===== src/rtl/mem_pkg.sv =====
// Shared types and helpers for the memory copy requester and its buffer.
package mem_pkg;

  typedef enum logic [1:0] {
    Idle,
    Run,
    Finish
  } copy_state_e;

  // Counters need one extra bit so a full-memory copy (len = 2^addr_width) fits.
  function automatic int unsigned cnt_width(input int unsigned addr_width);
    return addr_width + 1;
  endfunction

endpackage


===== src/rtl/sync_fifo.sv =====
// Single-clock FIFO with synchronous active-high reset; DEPTH must be a power of 2.
module sync_fifo #(
  parameter int unsigned WIDTH = 32,
  parameter int unsigned DEPTH = 4,
  localparam int unsigned PtrW = $clog2(DEPTH)
) (
  input  logic             clk,
  input  logic             rst,
  input  logic             push,
  input  logic [WIDTH-1:0] din,
  input  logic             pop,
  output logic [WIDTH-1:0] dout,
  output logic             full,
  output logic             empty,
  output logic [PtrW:0]    count
);

  logic [WIDTH-1:0] mem_q [DEPTH];
  logic [PtrW-1:0]  wr_ptr_q, wr_ptr_d;
  logic [PtrW-1:0]  rd_ptr_q, rd_ptr_d;
  logic [PtrW:0]    count_q, count_d;
  logic             do_push, do_pop;

  always_comb begin
    full     = (count_q == (PtrW + 1)'(DEPTH));
    empty    = (count_q == '0);
    count    = count_q;
    dout     = mem_q[rd_ptr_q];
    do_push  = push && !full;
    do_pop   = pop && !empty;
    wr_ptr_d = wr_ptr_q;
    rd_ptr_d = rd_ptr_q;
    count_d  = count_q;
    if (do_push) wr_ptr_d = wr_ptr_q + PtrW'(1);
    if (do_pop)  rd_ptr_d = rd_ptr_q + PtrW'(1);
    if (do_push && !do_pop) begin
      count_d = count_q + (PtrW + 1)'(1);
    end else if (!do_push && do_pop) begin
      count_d = count_q - (PtrW + 1)'(1);
    end
  end

  always_ff @(posedge clk) begin
    if (rst) begin
      wr_ptr_q <= '0;
      rd_ptr_q <= '0;
      count_q  <= '0;
    end else begin
      wr_ptr_q <= wr_ptr_d;
      rd_ptr_q <= rd_ptr_d;
      count_q  <= count_d;
    end
  end

  // Storage needs no reset: the count gates every read of it.
  always_ff @(posedge clk) begin
    if (do_push) mem_q[wr_ptr_q] <= din;
  end

endmodule


===== src/rtl/mem_copy_requester.sv =====
// Copies len words from src_base to dst_base through one memory requester port,
// buffering read responses so every issued read has a reserved slot.
module mem_copy_requester
  import mem_pkg::*;
#(
  parameter int unsigned DATA_WIDTH = 32,
  parameter int unsigned ADDR_WIDTH = 4,
  parameter int unsigned FIFO_DEPTH = 4
) (
  input  logic                  clk,
  input  logic                  rst,
  input  logic                  start,
  input  logic [ADDR_WIDTH-1:0] src_base,
  input  logic [ADDR_WIDTH-1:0] dst_base,
  input  logic [ADDR_WIDTH:0]   len,
  output logic                  busy,
  output logic                  done,
  output logic [ADDR_WIDTH-1:0] r_addr,
  output logic                  r_avalid,
  input  logic                  r_aready,
  input  logic                  r_dvalid,
  input  logic [DATA_WIDTH-1:0] r_data,
  output logic [ADDR_WIDTH-1:0] w_addr,
  output logic [DATA_WIDTH-1:0] w_data,
  output logic                  w_valid,
  input  logic                  w_ready
);

  localparam int unsigned CntW = cnt_width(ADDR_WIDTH);
  localparam int unsigned FcW  = $clog2(FIFO_DEPTH) + 1;

  copy_state_e           state_q, state_d;
  logic [ADDR_WIDTH-1:0] src_q, src_d;
  logic [ADDR_WIDTH-1:0] dst_q, dst_d;
  logic [CntW-1:0]       len_q, len_d;
  logic [CntW-1:0]       rd_cnt_q, rd_cnt_d;
  logic [CntW-1:0]       wr_cnt_q, wr_cnt_d;
  logic [FcW-1:0]        outst_q, outst_d;

  logic [DATA_WIDTH-1:0] fifo_dout;
  logic                  fifo_full, fifo_empty;
  logic [FcW-1:0]        fifo_count;
  logic [FcW:0]          in_flight;
  logic                  r_hs, w_hs, rsp_push;

  sync_fifo #(
    .WIDTH(DATA_WIDTH),
    .DEPTH(FIFO_DEPTH)
  ) u_fifo (
    .clk  (clk),
    .rst  (rst),
    .push (rsp_push),
    .din  (r_data),
    .pop  (w_hs),
    .dout (fifo_dout),
    .full (fifo_full),
    .empty(fifo_empty),
    .count(fifo_count)
  );

  // in_flight only grows on a read handshake, so r_avalid/r_addr hold until accepted.
  always_comb begin
    in_flight = {1'b0, outst_q} + {1'b0, fifo_count};
    busy      = (state_q != Idle);
    done      = (state_q == Finish);
    r_avalid  = (state_q == Run) && (rd_cnt_q < len_q) && !fifo_full &&
                (in_flight < (FcW + 1)'(FIFO_DEPTH));
    r_addr    = src_q + rd_cnt_q[ADDR_WIDTH-1:0];
    w_valid   = (state_q == Run) && !fifo_empty;
    w_addr    = dst_q + wr_cnt_q[ADDR_WIDTH-1:0];
    w_data    = w_valid ? fifo_dout : '0;
    r_hs      = r_avalid && r_aready;
    w_hs      = w_valid && w_ready;
    rsp_push  = r_dvalid && (state_q != Idle);
  end

  always_comb begin
    state_d  = state_q;
    src_d    = src_q;
    dst_d    = dst_q;
    len_d    = len_q;
    rd_cnt_d = rd_cnt_q;
    wr_cnt_d = wr_cnt_q;
    outst_d  = outst_q;
    unique case (state_q)
      Idle: begin
        if (start) begin
          src_d    = src_base;
          dst_d    = dst_base;
          len_d    = len;
          rd_cnt_d = '0;
          wr_cnt_d = '0;
          outst_d  = '0;
          state_d  = (len == '0) ? Finish : Run;
        end
      end
      Run: begin
        if (r_hs) rd_cnt_d = rd_cnt_q + CntW'(1);
        if (w_hs) begin
          wr_cnt_d = wr_cnt_q + CntW'(1);
          if (wr_cnt_d == len_q) state_d = Finish;
        end
        if (r_hs && !rsp_push) begin
          outst_d = outst_q + FcW'(1);
        end else if (!r_hs && rsp_push) begin
          outst_d = outst_q - FcW'(1);
        end
      end
      Finish: state_d = Idle;
      default: state_d = Idle;
    endcase
  end

  always_ff @(posedge clk) begin
    if (rst) begin
      state_q  <= Idle;
      src_q    <= '0;
      dst_q    <= '0;
      len_q    <= '0;
      rd_cnt_q <= '0;
      wr_cnt_q <= '0;
      outst_q  <= '0;
    end else begin
      state_q  <= state_d;
      src_q    <= src_d;
      dst_q    <= dst_d;
      len_q    <= len_d;
      rd_cnt_q <= rd_cnt_d;
      wr_cnt_q <= wr_cnt_d;
      outst_q  <= outst_d;
    end
  end

endmodule


===== config.mk =====
export PLATFORM = sky130hd
export DESIGN_NAME = mem_copy_requester
export DESIGN_NICKNAME = d
export VERILOG_FILES = /design/src/rtl/mem_pkg.sv /design/src/rtl/sync_fifo.sv /design/src/rtl/mem_copy_requester.sv
export SDC_FILE = /design/constraint.sdc
export NUM_CORES = 1
export LEC_CHECK = 0
export CAP_MARGIN = 20
export CORE_UTILIZATION = 25
export CTS_BUF_LIST = sky130_fd_sc_hd__clkbuf_16
export DETAILED_ROUTE_END_ITERATION = 10
export GPL_ROUTABILITY_DRIVEN = 0
export PLACE_DENSITY = 0.44
export SYNTH_ARGS = -nofsm -noshare
export SYNTH_HDL_FRONTEND = slang
export SYNTH_HIERARCHICAL = 1
export SYNTH_SLANG_ARGS = --single-unit

===== constraint.sdc =====
create_clock -name clk -period 3.9 [get_ports clk]
set_input_delay 0.975 -clock clk [delete_from_list [all_inputs] [get_ports clk]]
set_output_delay 0.975 -clock clk [all_outputs]
set_load 0.05 [all_outputs]

# After elaboration in Yosys (flattened, before gate mapping)
# Memory sizes are Yosys's and may differ from the RTL's. A register that Yosys moved wholly into a read port is not among the register bits.
# Index checks and enable logic that the tools add are counted.
[op_classes] addsub=11 mul=0 div_mod_pow=0 order_cmp=2 eq_ne=9 n_shift=0 muxes=21 bitwise=0 n_reduce_logical=30
[op_table] operator="$mux 32" n=1
[op_table] operator="$pmux 5 s2" n=2
[op_table] operator="$mux 3" n=5
[op_table] operator="$mux 5" n=3
[op_table] operator="$logic_and 1x1->1" n=13
[op_table] operator="$mux 2" n=6
[op_table] operator="$reduce_and 3->1" n=4
[op_table] operator="$add 5x1->5 const B" n=2
[op_table] operator="$add 4x4->4" n=2
[op_table] operator="$add 3x1->3 const B" n=2
[op_table] operator="$logic_not 1->1" n=6
[op_table] operator="$pmux 3 s2" n=1
[op_table] operator="$reduce_bool 2->1" n=3
[op_table] operator="$sub 3x1->3 const B" n=2
[op_table] operator="$eq 5x5->1" n=1
[op_table] operator="$logic_not 5->1" n=1
[op_table] operator="$lt 5x5->1" n=1
[op_table] operator="$add 2x1->2 const B" n=2
[op_table] operator="$add 3x3->4" n=1
[op_table] operator="$lt 4x3->1 const B" n=1
[op_table] operator="$ne 2x1->1 const B" n=2
[op_table] operator="$ne 2x2->1 const B" n=2
[op_table] operator="$pmux 2 s2" n=1
[op_table] operator="$eq 3x3->1 const B" n=1
[op_table] operator="7 further kinds" n=8
[totals] reg_bits=35 latchBits=0 ramBits=128 rom_bits=0 word_cells=84 mem_count=1
[memory_table] memory="u_fifo.mem_q" depth=4 width=32 read_ports=1 rd_ports_with_merged_regs=1 wr=1 line_no="sync_fifo.sv:18" source="logic [WIDTH-1:0] mem_q [DEPTH];"

# Logic depth before layout (Yosys ltp)
# Gate-level depths: netlist of the first run.
[logic_depth] ltp_word=10 ltp_mapped=12 mapped_depth_nobuf=12

# Hierarchy
# The synthesis of the first run kept the hierarchy.
[modules_own_cells] mod="sync_fifo" instances=1 cells_per_inst=215 area_each_um2=5132.4 seq_area_each_um2=4023.9
[modules_own_cells] mod="mem_copy_requester" instances=1 cells_per_inst=251 area_each_um2=2025.7 seq_area_each_um2=560.5

# Worst setup path after synthesis of the first run
# OpenSTA, ideal clock, no wires.
[synth_timing] path_type="flip-flop to output port" from="register len_q[4]" to="output r_avalid" arrival_ns=2.080 required_ns=2.925 slack_ns=0.845 path_stages_with_launch=6 path_buffers=0 path_cell_list="dfxtp_1 inv_1 ha_1 a211oi_2 nand4_2 a31oi_1"
[synth_via] elab_chain_cells=4
[synth_rtl] element="from (decl)" line_no="mem_copy_requester.sv:35" source="logic [CntW-1:0] len_q, len_d;"
[synth_rtl] element="from (signal assigned)" line_no="mem_copy_requester.sv:127" source="len_q <= len_d;"
[synth_rtl] element="$lt 5x5->1" line_no="mem_copy_requester.sv:66" source="r_avalid = (state_q == Run) && (rd_cnt_q < len_q) && !fifo_full &&"
[synth_rtl] element="$logic_and 1x1->1 (3 in series)" line_no="mem_copy_requester.sv:66"
[synth_rtl] element="to (decl)" line_no="mem_copy_requester.sv:19" source="output logic r_avalid,"
# No other way between the ends.

==> results.toml, run 1 <==
[global_routing]
overflow = 0
grt_pass1_wl_mm = 24.01
grt_max_degree = 35
grt_pass1_vias = 4370
antenna_found_initial = 1
grt_usage = 0.1103

[outcome]
status = "completed"

[finish]
final_area_um2 = 9183
drive_gt1_frac = 0.1610
utilization = 0.3278
nets = 645
areaGrowthSynthToFinish_pct = 28.28

[yosys]
synth.net_count = 540
netlist_area_um2 = 7158
synth_compound_area_frac = 0.04562
synth.distinct_cells = 54
syn_inst = 466
syn_avg_cell_area_um2 = 15.36
ys_warn_count = 6
yosys.area_share.adder = 0.04440
yosysSeqAreaShare = 0.6404
synth_simple_gate_area_share = 0.1012
muxShareOfSynthArea = 0.1073
synth_xor_area_frac = 0.02814
synth_top_family_by_area = "multiplexers"
synth_seq_cells = 165

[placement]
dpl.hpwl_mm = 9.868
port_buffers = 94
dpl_cell_area_um2 = 8579

[critical_path]
path_buf_inv = 2
cpLargestDelayFamily = "buffers and inverters"
path_depth = 4
slowest_stage = "clkdlybuf4s50_1"
worstPathArrival_ns = 2.68
worstReg2RegStart = "len_q[4]"
path_max_fanout = 16
path_cells = "buf_12 > mux4_1 > and2_1 > clkdlybuf4s50_1"
reg2reg_slack_ns = 0.93
end_kind = "output pin"
worstPathRequired_ns = 2.92
worstSetupPathType = "reg2out"
crit_path_max_incr_delay_ns = 0.70
r2r_end = "outst_q[1]"
cp-start-kind = "register"
reg2regPathDepth = 12

[power]
p_leak_uw = 0.003064
p_per_area_nw_per_um2 = 469.2
internal_power_uw = 3127
max-vdd-ir-drop_uv = 271.6
p_comb_frac = 0.141
switching_power_uw = 1182
switching_share = 0.2743
p_clk_frac = 0.393
p_seq_frac = 0.466

[drt]
via_per_inst = 4.253
via_count = 4096
antenna_left = 0
dr.pass1.iters = 4
routed_wirelength_mm = 15.25
drt_iter0_drc = 177
routedWlPerCell_um = 15.84
drc = 0

[clocking]
clock_latency_ns = 0.42
root_buffer = "clkbuf_16"
post_cts_buffers = 0
clock-sinks = 165
htree_levels = 4
cts.path.max_buffers = 2
numCtsBuffers = 17
cts_tree = "yes"
path_clk_slew_ns = 0.07

[sta]
setup-tns-final_ns = 0
fmax_mhz = 273.5
maxSlewViolCount = 0
max_slew_margin = 0.4658
grt_setup_unrepaired = "no"
fin_skew_ns = 0.007118
fin_crit_ns = 3.656
fin_crit_sh = 0.9375
tightest_slew_ns = 0.7988
setup_violations = 0
hold_viol_final = 0

[min_path]
hold_path_depth = 2
min_from = "src_q[3]"
min_path_type = "reg2reg"
min_to = "src_q[3]"

[floorplanning]
core_area_um2 = 28010
die_h_um = 171.2
die_area_um2 = 29310
die_w_um = 171.2
start_util = 0.2556
io_pins = 95
std_cell_rows = 61

[flow_run]
cap_violations = 0
[worst max-delay path by stage]
stage / from / endpoint / slack (ns)
after floorplan: len_q[4] / r_avalid / 0.84
after global placement: len_q[4] / r_avalid / 0.57
after detailed placement: len_q[4] / r_avalid / 0.50
after CTS: len_q[4] / r_avalid / 0.02
after global routing: u_fifo/count[1] / w_data[22] / 0.10
final: register / w_data[30] / 0.24
[flip-flops by register name, summed over array words and instances (netlist names), named ones only]
signal / cells
wr_cnt_q: 5
u_fifo/count: 3
u_fifo/wr_ptr_q: 2
len_q: 5
u_fifo/rd_ptr_q: 2
state_q: 2
dst_q: 4
u_fifo/mem_q: 128
rd_cnt_q: 5
outst_q: 3
src_q: 4
[per-stage QoR]
step / setup slack, ns / cells / power [uW] / hold slack, ns
global placement: 0.5651 / 930 / 2649 / 0.4537
finish: 0.2438 / 963 / 4309 / 0.4723
detailed placement: 0.4990 / 930 / 2662 / 0.4631
global route: 0.1001 / 962 / 4495 / 0.5026
floorplan: 0.8447 / 466 / 2434 / 0.4406
CTS: 0.01887 / 962 / 4381 / 0.4752
[logic make-up (layout without fill, tap and decap cells)]
group,count (synthesis),in the layout
flops,165,165
other cells,0,1
xor+xnor,23,23
simple gates,130,130
mux,36,36
fa+ha+maj,23,23
compound gates,50,50
buf+inv,39,157
[placed cells by master (no fill, tap or decap), types with 7 or more instances in the layout]
master	synthesis	routed
edfxtp_1	128	128
clkdlybuf4s50_1	0	93
nand2_1	35	35
dfxtp_1	37	35
and2_1	38	34
mux4_2	30	30
a21oi_1	27	27
inv_1	20	20
ha_1	19	19
nor2_1	18	17
clkbuf_16	0	17
xnor2_1	12	12
xor2_1	11	11
nand3_1	10	10
inv_8	0	7
[cell usage after synthesis, drive strengths merged]
master | number | area [um2]
clkbuf | 10 | 47.54
o31ai | 1 | 12.51
inv | 20 | 75.07
nor2b | 5 | 41.29
nand2 | 35 | 131.4
xnor2 | 12 | 105.1
nand4b | 1 | 8.760
mux4 | 32 | 728.2
nor3 | 8 | 61.31
nand2b | 4 | 32.53
nand4 | 3 | 25.02
a311o | 1 | 10.01
a31oi | 2 | 12.51
buf | 9 | 112.6
nor2 | 19 | 78.82
a22o | 1 | 8.760
and2 | 38 | 237.7
a211oi | 2 | 20.02
a21o | 2 | 15.01
o311ai | 1 | 8.760
dfxtp | 37 | 740.7
or3 | 2 | 12.51
o21ai | 8 | 43.79
edfxtp | 128 | 3844
a22oi | 1 | 7.510
a41oi | 1 | 8.760
a21oi | 28 | 143.9
ha | 19 | 237.7
mux2i | 4 | 40.04
xor2 | 11 | 96.34
fa | 4 | 80.08
nor3b | 1 | 18.77
or2 | 2 | 12.51
nand3b | 1 | 7.510
nand3 | 10 | 50.05
a311oi | 2 | 35.04
nor4 | 1 | 6.260
[power by group through the flow]
stage | sequential (uW) | combinational (uW) | clock, uW
final | 2010 | 608 | 1700
after CTS | 2010 | 620 | 1760
after global routing | 2010 | 658 | 1820
after global placement | 2040 | 608 | 0
after floorplan | 2030 | 407 | 0
after detailed placement | 2050 | 617 | 0
[layer usage]
| metal | global-route usage | share of wire | vias to the layer above | wire, um |
|---|---|---|---|---|
| met5 | 0 | 0 | - | 0 |
| met4 | 0.03183 | 0.0092 | 0 | 140 |
| met3 | 0.03037 | 0.050 | 14 | 767 |
| met2 | 0.1896 | 0.49 | 93 | 7412 |
| met1 | 0.1344 | 0.45 | 2048 | 6930 |
| li1 | - | - | 1941 | - |
[repair_timing]
action | in CTS | in global routing
hold endpoints to repair | 0 | 0
endpoints found under the setup margin | 0 | 1
hold buffers | 0 | 0
gates resized for setup | 0 | 1
[worst reg2reg max path, stage by stage, from the launching register on]
cell      delay [ns]
dfxtp_1         0.38
inv_1           0.06
ha_1            0.39
a211oi_2        0.32
nand4_2         0.18
a311o_1         0.42
nor2_1          0.15
fa_1            0.45
o21ai_0         0.14
o21ai_0         0.10
nand2_1         0.08
nand3_1         0.07
a21oi_1         0.15
[area by class of cell]
cell class,instances,area (um2)
Multi-Input combinational cell,262,2346
Timing Repair Buffer,105,1101
Clock buffer,17,425.4
Sequential cell,165,4587
Tap cell,378,473.0
Fill cell,2779,18830
Clock inverter,15,172.7
Inverter,20,75.07
Antenna cell,1,2.502
No activity file was read; power rests on OpenSTA's default activity.
==> run 2: changes to the inputs <==
--- a/config.mk
+++ b/config.mk
@@ -5,12 +5,13 @@
 export SDC_FILE = /design/constraint.sdc
 export NUM_CORES = 1
 export LEC_CHECK = 0
+export ABC_AREA = 1
 export CAP_MARGIN = 20
-export CORE_UTILIZATION = 25
+export CORE_UTILIZATION = 33
 export CTS_BUF_LIST = sky130_fd_sc_hd__clkbuf_16
 export DETAILED_ROUTE_END_ITERATION = 10
 export GPL_ROUTABILITY_DRIVEN = 0
-export PLACE_DENSITY = 0.44
+export PLACE_DENSITY = 0.53
 export SYNTH_ARGS = -nofsm -noshare
 export SYNTH_HDL_FRONTEND = slang
 export SYNTH_HIERARCHICAL = 1
==> run 2 against run 1 <==
  * Area after synthesis is 1.9% higher
  * Power is 25% higher
  * Largest cell class unchanged
  * Worst setup slack better by 0.19 ns
  * Sequential power is 9% higher
  * Largest power group unchanged
==> results.toml, run 2 <==
[clocking]
clock-sinks = 165
numCtsBuffers = 17
hold_buffers = 0
cts.repair.resized = 0
htree_levels = 4
cts.path.max_buffers = 2
path_clk_slew_ns = 0.06
root_buffer = "clkbuf_16"
cts_tree = "yes"
post_cts_buffers = 0
clock_latency_ns = 0.42

[sta]
fin_crit_ns = 3.462
maxSlewViolCount = 0
hold_viol_final = 0
fin_crit_sh = 0.8876
fin_skew_ns = 0.008110
fin_ws_ns = 0.4384
setup_violations = 0
tightest_slew_ns = 0.7178
max_slew_margin = 0.5215
grt_setup_unrepaired = "no"
setup-tns-final_ns = 0
fmax_mhz = 288.9

[global_routing]
grt_usage = 0.1493
grt_max_degree = 66
antenna_found_initial = 1
top_usage_layer = "met2"
grt_use_met1 = 0.1914
overflow = 0
grt_pass1_wl_mm = 25.32
grt_use_met3 = 0.03879
use_met2 = 0.2431
grt_pass1_vias = 4923

[floorplanning]
die_w_um = 150.6
die_area_um2 = 22690
io_pins = 95
core_area_um2 = 21760
die_h_um = 150.6
start_util = 0.3351
std_cell_rows = 54

[finish]
areaGrowthSynthToFinish_pct = 23.51
drive_gt1_frac = 0.1164
n_antenna_cell = 0
largest_register_ffs = 128
nets = 860
largest_register = "u_fifo/mem_q"
nFillCells = 2133
mostFrequentLayoutCells = "nor2_1, edfxtp_1, inv_1, clkdlybuf4s50_1, nand2_1"
final_common_cell = "nor2_1"

[critical_path]
worstPathRequired_ns = 2.92
end_kind = "output pin"
worstSetupPathType = "reg2out"
path_max_fanout = 6
slowest_stage = "clkdlybuf4s50_1"
worstPathArrival_ns = 2.49
cp-start-kind = "register"
path_cells = "ha_1 > inv_1 > fa_1 > xnor2_1 > clkdlybuf4s50_1"
crit_path_max_incr_delay_ns = 0.81

[yosys]
synth_seq_cells = 165
ys_warn_count = 6
netlist_area_um2 = 7291
synth.net_count = 762
synth_common_cells = "nor2_1, edfxtp_1, inv_1"
synth-async-reset-ratio = 0
synth.distinct_cells = 36
yosysMostFrequentCell = "nor2_1"
synth_top_flop_cell = "edfxtp_1"
yosysSeqAreaShare = 0.6288
synth.largest_area_cell = "edfxtp_1"
synthTopCellsByArea = "edfxtp_1, dfxtp_1, nor2_1, inv_1, o21ai_0"
syn_inst = 688
syn_avg_cell_area_um2 = 10.60
synth_edf_count = 128
yosys.area.top_type_share = 0.5272

[outcome]
status = "completed"

[placement]
dpl.hpwl_mm = 9.970
post-place-ws_ns = 0.8282
port_buffers = 94

[drt]
via_count = 5065
routedWlPerCell_um = 14.90
antenna_left = 0
drc = 0
routed_wirelength_mm = 16.08
drt_iter0_drc = 248
dr.pass1.iters = 6
via_per_inst = 4.694

[min_path]
min_path_type = "reg2reg"

[power]
p_per_area_nw_per_um2 = 598.5
p_leak_uw = 0.003516
max-vdd-ir-drop_uv = 276.2

[flow_run]
cap_violations = 0
## run 2: cell count changes after synthesis, moves of 17 or more
cell     change
and2_1      -38
mux4_2      -30
o21ai_0     +45
inv_1       +60
nor2_1     +125
o22ai_1     +32
o21ai_1     +27
nand2_1     +17
## run 2: kinds of logic after synthesis
| group | after synthesis | synth area share |
|---|---|---|
| and+or+nand+nor | 237 | 0.1349 |
| DFF | 165 | 0.6288 |
| adders and majority gates | 23 | 0.04359 |
| AOI/OAI and AO/OA | 136 | 0.1030 |
| buffers and inverters | 112 | 0.07173 |
| xor gates and xnor gates | 15 | 0.01802 |
## run 2: stage by stage
| stage | instances | area [um2] | total power (uW) | util | hold WS [ns] |
|---|---|---|---|---|---|
| 2_1_floorplan | 688 | 7291 | 3369 | - | 0.4598 |
| 3_3_place_gp | 1047 | 8439 | 3847 | 0.3879 | 0.4807 |
| 3_5_place_dp | 1047 | 8439 | 3851 | 0.3879 | 0.4866 |
| 4_1_cts | 1079 | 9005 | 5468 | 0.4139 | 0.4994 |
| 5_1_grt | 1079 | 9005 | 5689 | 0.4139 | 0.5168 |
| 6_report | 1079 | 9005 | 5390 | 0.4139 | 0.4943 |
## run 2: path summary, 6_finish.rpt
| check | from | to | slack (ns) | cells after the start |
|---|---|---|---|---|
| worst max register to register | u_fifo/count[0] | u_fifo/count[1] | 1.23 | 13 |
| worst max-delay path | wr_cnt_q[0] | w_addr[2] | 0.44 | 5 |
| worst min-delay path | dst_q[0] | dst_q[0] | 0.49 | 2 |
| worst min register to register | dst_q[0] | dst_q[0] | 0.49 | 2 |
## run 2: where the power goes
| part | switching [uW] | internal [uW] | leakage [uW] |
|---|---|---|---|
| registers | 97.4 | 2100 | 0.00146 |
| logic | 1080 | 523 | 0.00179 |
| clock network | 663 | 932 | 0.000267 |
| total | 1840 | 3550 | 0.00352 |
## run 2: cell type report
| class | instances | area [um2] | share of cell area |
|---|---|---|---|
| repair buffers | 106 | 963.4 | 0.1070 |
| well taps | 280 | 350.3 | 0.03891 |
| multi-input cells | 411 | 2213 | 0.2458 |
| inverters | 85 | 326.6 | 0.03627 |
| clock buffers | 17 | 425.4 | 0.04724 |
| flip-flops and latches | 165 | 4586 | 0.5092 |
| clock inverters | 15 | 140.1 | 0.01556 |
## run 2: critical path: cells and delay by family, from the launching register on
| family | cells | cell delay, ns |
|---|---|---|
| XOR/XNOR | 1 | 0.16 |
| adder cells (fa/ha/maj) | 2 | 0.59 |
| buffers and inverters | 2 | 0.87 |
| flip-flops | 1 | 0.44 |
## run 2: layer usage
| layer | up-vias | part of all wire |
|---|---|---|
| met4 | 2 | 0.015 |
| met3 | 17 | 0.044 |
| li1 | 2537 | - |
| met5 | - | 0.00075 |
| met1 | 2425 | 0.47 |
| met2 | 84 | 0.47 |
==> run 3: changes to the inputs <==
--- a/config.mk
+++ b/config.mk
@@ -11,6 +11,7 @@
 export CTS_BUF_LIST = sky130_fd_sc_hd__clkbuf_16
 export DETAILED_ROUTE_END_ITERATION = 10
 export GPL_ROUTABILITY_DRIVEN = 0
+export MAX_ROUTING_LAYER = met4
 export PLACE_DENSITY = 0.53
 export SYNTH_ARGS = -nofsm -noshare
 export SYNTH_HDL_FRONTEND = slang
==> run 3 against run 2 <==
  * Largest cell class unchanged
  * Critical endpoint unchanged
  * Clock skew barely moved
  * Die area stayed put
  * Sequential cell count unchanged
==> results.toml, run 3 (same netlist as run 2, synthesis figures left out) <==
[sta]
tightest_slew_ns = 0.7218
max_slew_margin = 0.5188
maxSlewViolCount = 0
setup-tns-final_ns = 0
setup_violations = 0
fin_skew_ns = 0.008059
hold_viol_final = 0
grt_setup_unrepaired = "no"
fin_crit_sh = 0.8877
fmax_mhz = 288.9
fin_crit_ns = 3.462

[flow_run]
cap_violations = 0

[clocking]
path_clk_slew_ns = 0.06
htree_levels = 4
clock_latency_ns = 0.42
cts.path.max_buffers = 2
root_buffer = "clkbuf_16"
post_cts_buffers = 0
hold_buffers = 0
numCtsBuffers = 17
clock-sinks = 165
cts.repair.resized = 0
cts_tree = "yes"

[floorplanning]
std_cell_rows = 54
die_w_um = 150.6
die_area_um2 = 22690
core_area_um2 = 21760
die_h_um = 150.6
start_util = 0.3351
io_pins = 95

[finish]
regArea_um2 = 4586
areaGrowthSynthToFinish_pct = 23.55
final_common_cell = "nor2_1"
drive_gt1_frac = 0.1164
largest_register = "u_fifo/mem_q"
fin_cells = 1080
nets = 860
utilization = 0.4140
multi_input_area_um2 = 2213
mostFrequentLayoutCells = "nor2_1, edfxtp_1, inv_1, clkdlybuf4s50_1, nand2_1"
largest_register_ffs = 128
nFillCells = 2133

[power]
p_comb_frac = 0.297
switching_share = 0.3409
p_seq_frac = 0.407
internal_power_uw = 3552
switching_power_uw = 1837
p_clk_frac = 0.296
max-vdd-ir-drop_uv = 276.9
p_leak_uw = 0.003516
p_per_area_nw_per_um2 = 598.3

[drt]
drc = 0
routed_wirelength_mm = 16.05
drt_iter0_drc = 247
routedWlPerCell_um = 14.86
dr.pass1.iters = 4
via_count = 5053
via_per_inst = 4.679
antenna_left = 0

[critical_path]
worstPathRequired_ns = 2.92
worstSetupPathType = "reg2out"
r2r_end = "u_fifo/count[1]"
reg2regPathDepth = 13
worstPathArrival_ns = 2.49
worstReg2RegStart = "u_fifo/count[0]"
path_max_fanout = 6
cp-start-kind = "register"
end_kind = "output pin"
reg2reg_slack_ns = 1.22

[placement]
port_buffers = 94
dpl.hpwl_mm = 9.970
placed_cells = 1047

[min_path]
min_path_type = "reg2reg"
hold_path_depth = 2
min_to = "dst_q[0]"
min_from = "dst_q[0]"

[global_routing]
antenna_found_initial = 1
overflow = 0
grt_usage = 0.1537
grt_pass1_wl_mm = 25.31
grt_max_degree = 66
grt_pass1_vias = 4921

[outcome]
status = "completed"
run 3: cell count changes in the layout (fill, tap and decap cells not counted), sizes merged:
cell / previous run / this run
diode: 0 / 1
run 3: power by group through the flow:
stage               combinational, uW  clock, uW  sequential (uW)
floorplan                        1160          0             2210
global placement                 1620          0             2230
detailed placement               1620          0             2230
CTS                              1630       1650             2200
global route                     1770       1700             2220
finish                           1600       1590             2190
run 3: worst max-delay path, stage by stage, from the launching register on:
cell	delay (ns)
dfxtp_1	0.44
ha_1	0.22
inv_1	0.06
fa_1	0.37
xnor2_1	0.16
clkdlybuf4s50_1	0.81
run 3: final cells by class:
type | count | share of cell area
antenna | 1 | 0.0002778
clock buffer | 17 | 0.04723
clock inverter | 15 | 0.01556
inverter | 85 | 0.03626
multi-input combinational | 411 | 0.2457
sequential | 165 | 0.5091
tap | 280 | 0.03889
timing repair buffer | 106 | 0.1070
run 3: per-stage QoR:
step / setup slack [ns] / power [uW] / hold WS [ns] / instance area, um2
CTS: 0.4021 / 5468 / 0.4994 / 9005
global route: 0.2783 / 5689 / 0.5168 / 9007
floorplan: 0.8282 / 3369 / 0.4598 / 7291
finish: 0.4381 / 5389 / 0.4943 / 9007
detailed placement: 0.8282 / 3851 / 0.4866 / 8439
global placement: 0.8512 / 3847 / 0.4807 / 8439
run 3: worst max-delay path by stage:
stage                 from            endpoint  depth (start not counted)  slack, ns
2_1_floorplan     r_dvalid  u_fifo/mem_q[1][0]                          4       0.83
3_3_place_gp      r_dvalid     u_fifo/count[2]                         14       0.85
3_5_place_dp      r_dvalid     u_fifo/count[2]                         14       0.83
4_1_cts        wr_cnt_q[0]           w_addr[2]                          5       0.40
5_1_grt        wr_cnt_q[0]           w_addr[2]                          5       0.28
6_report       wr_cnt_q[0]           w_addr[2]                          5       0.44
run 3: routing by layer:
layer / global-route usage / wire length (um) / vias up
li1: - / - / 2538
met4: 0.05300 / 233 / 0
met2: 0.2433 / 7458 / 92
met1: 0.1910 / 7585 / 2405
met3: 0.03879 / 773 / 18
met5: - / 0 / -
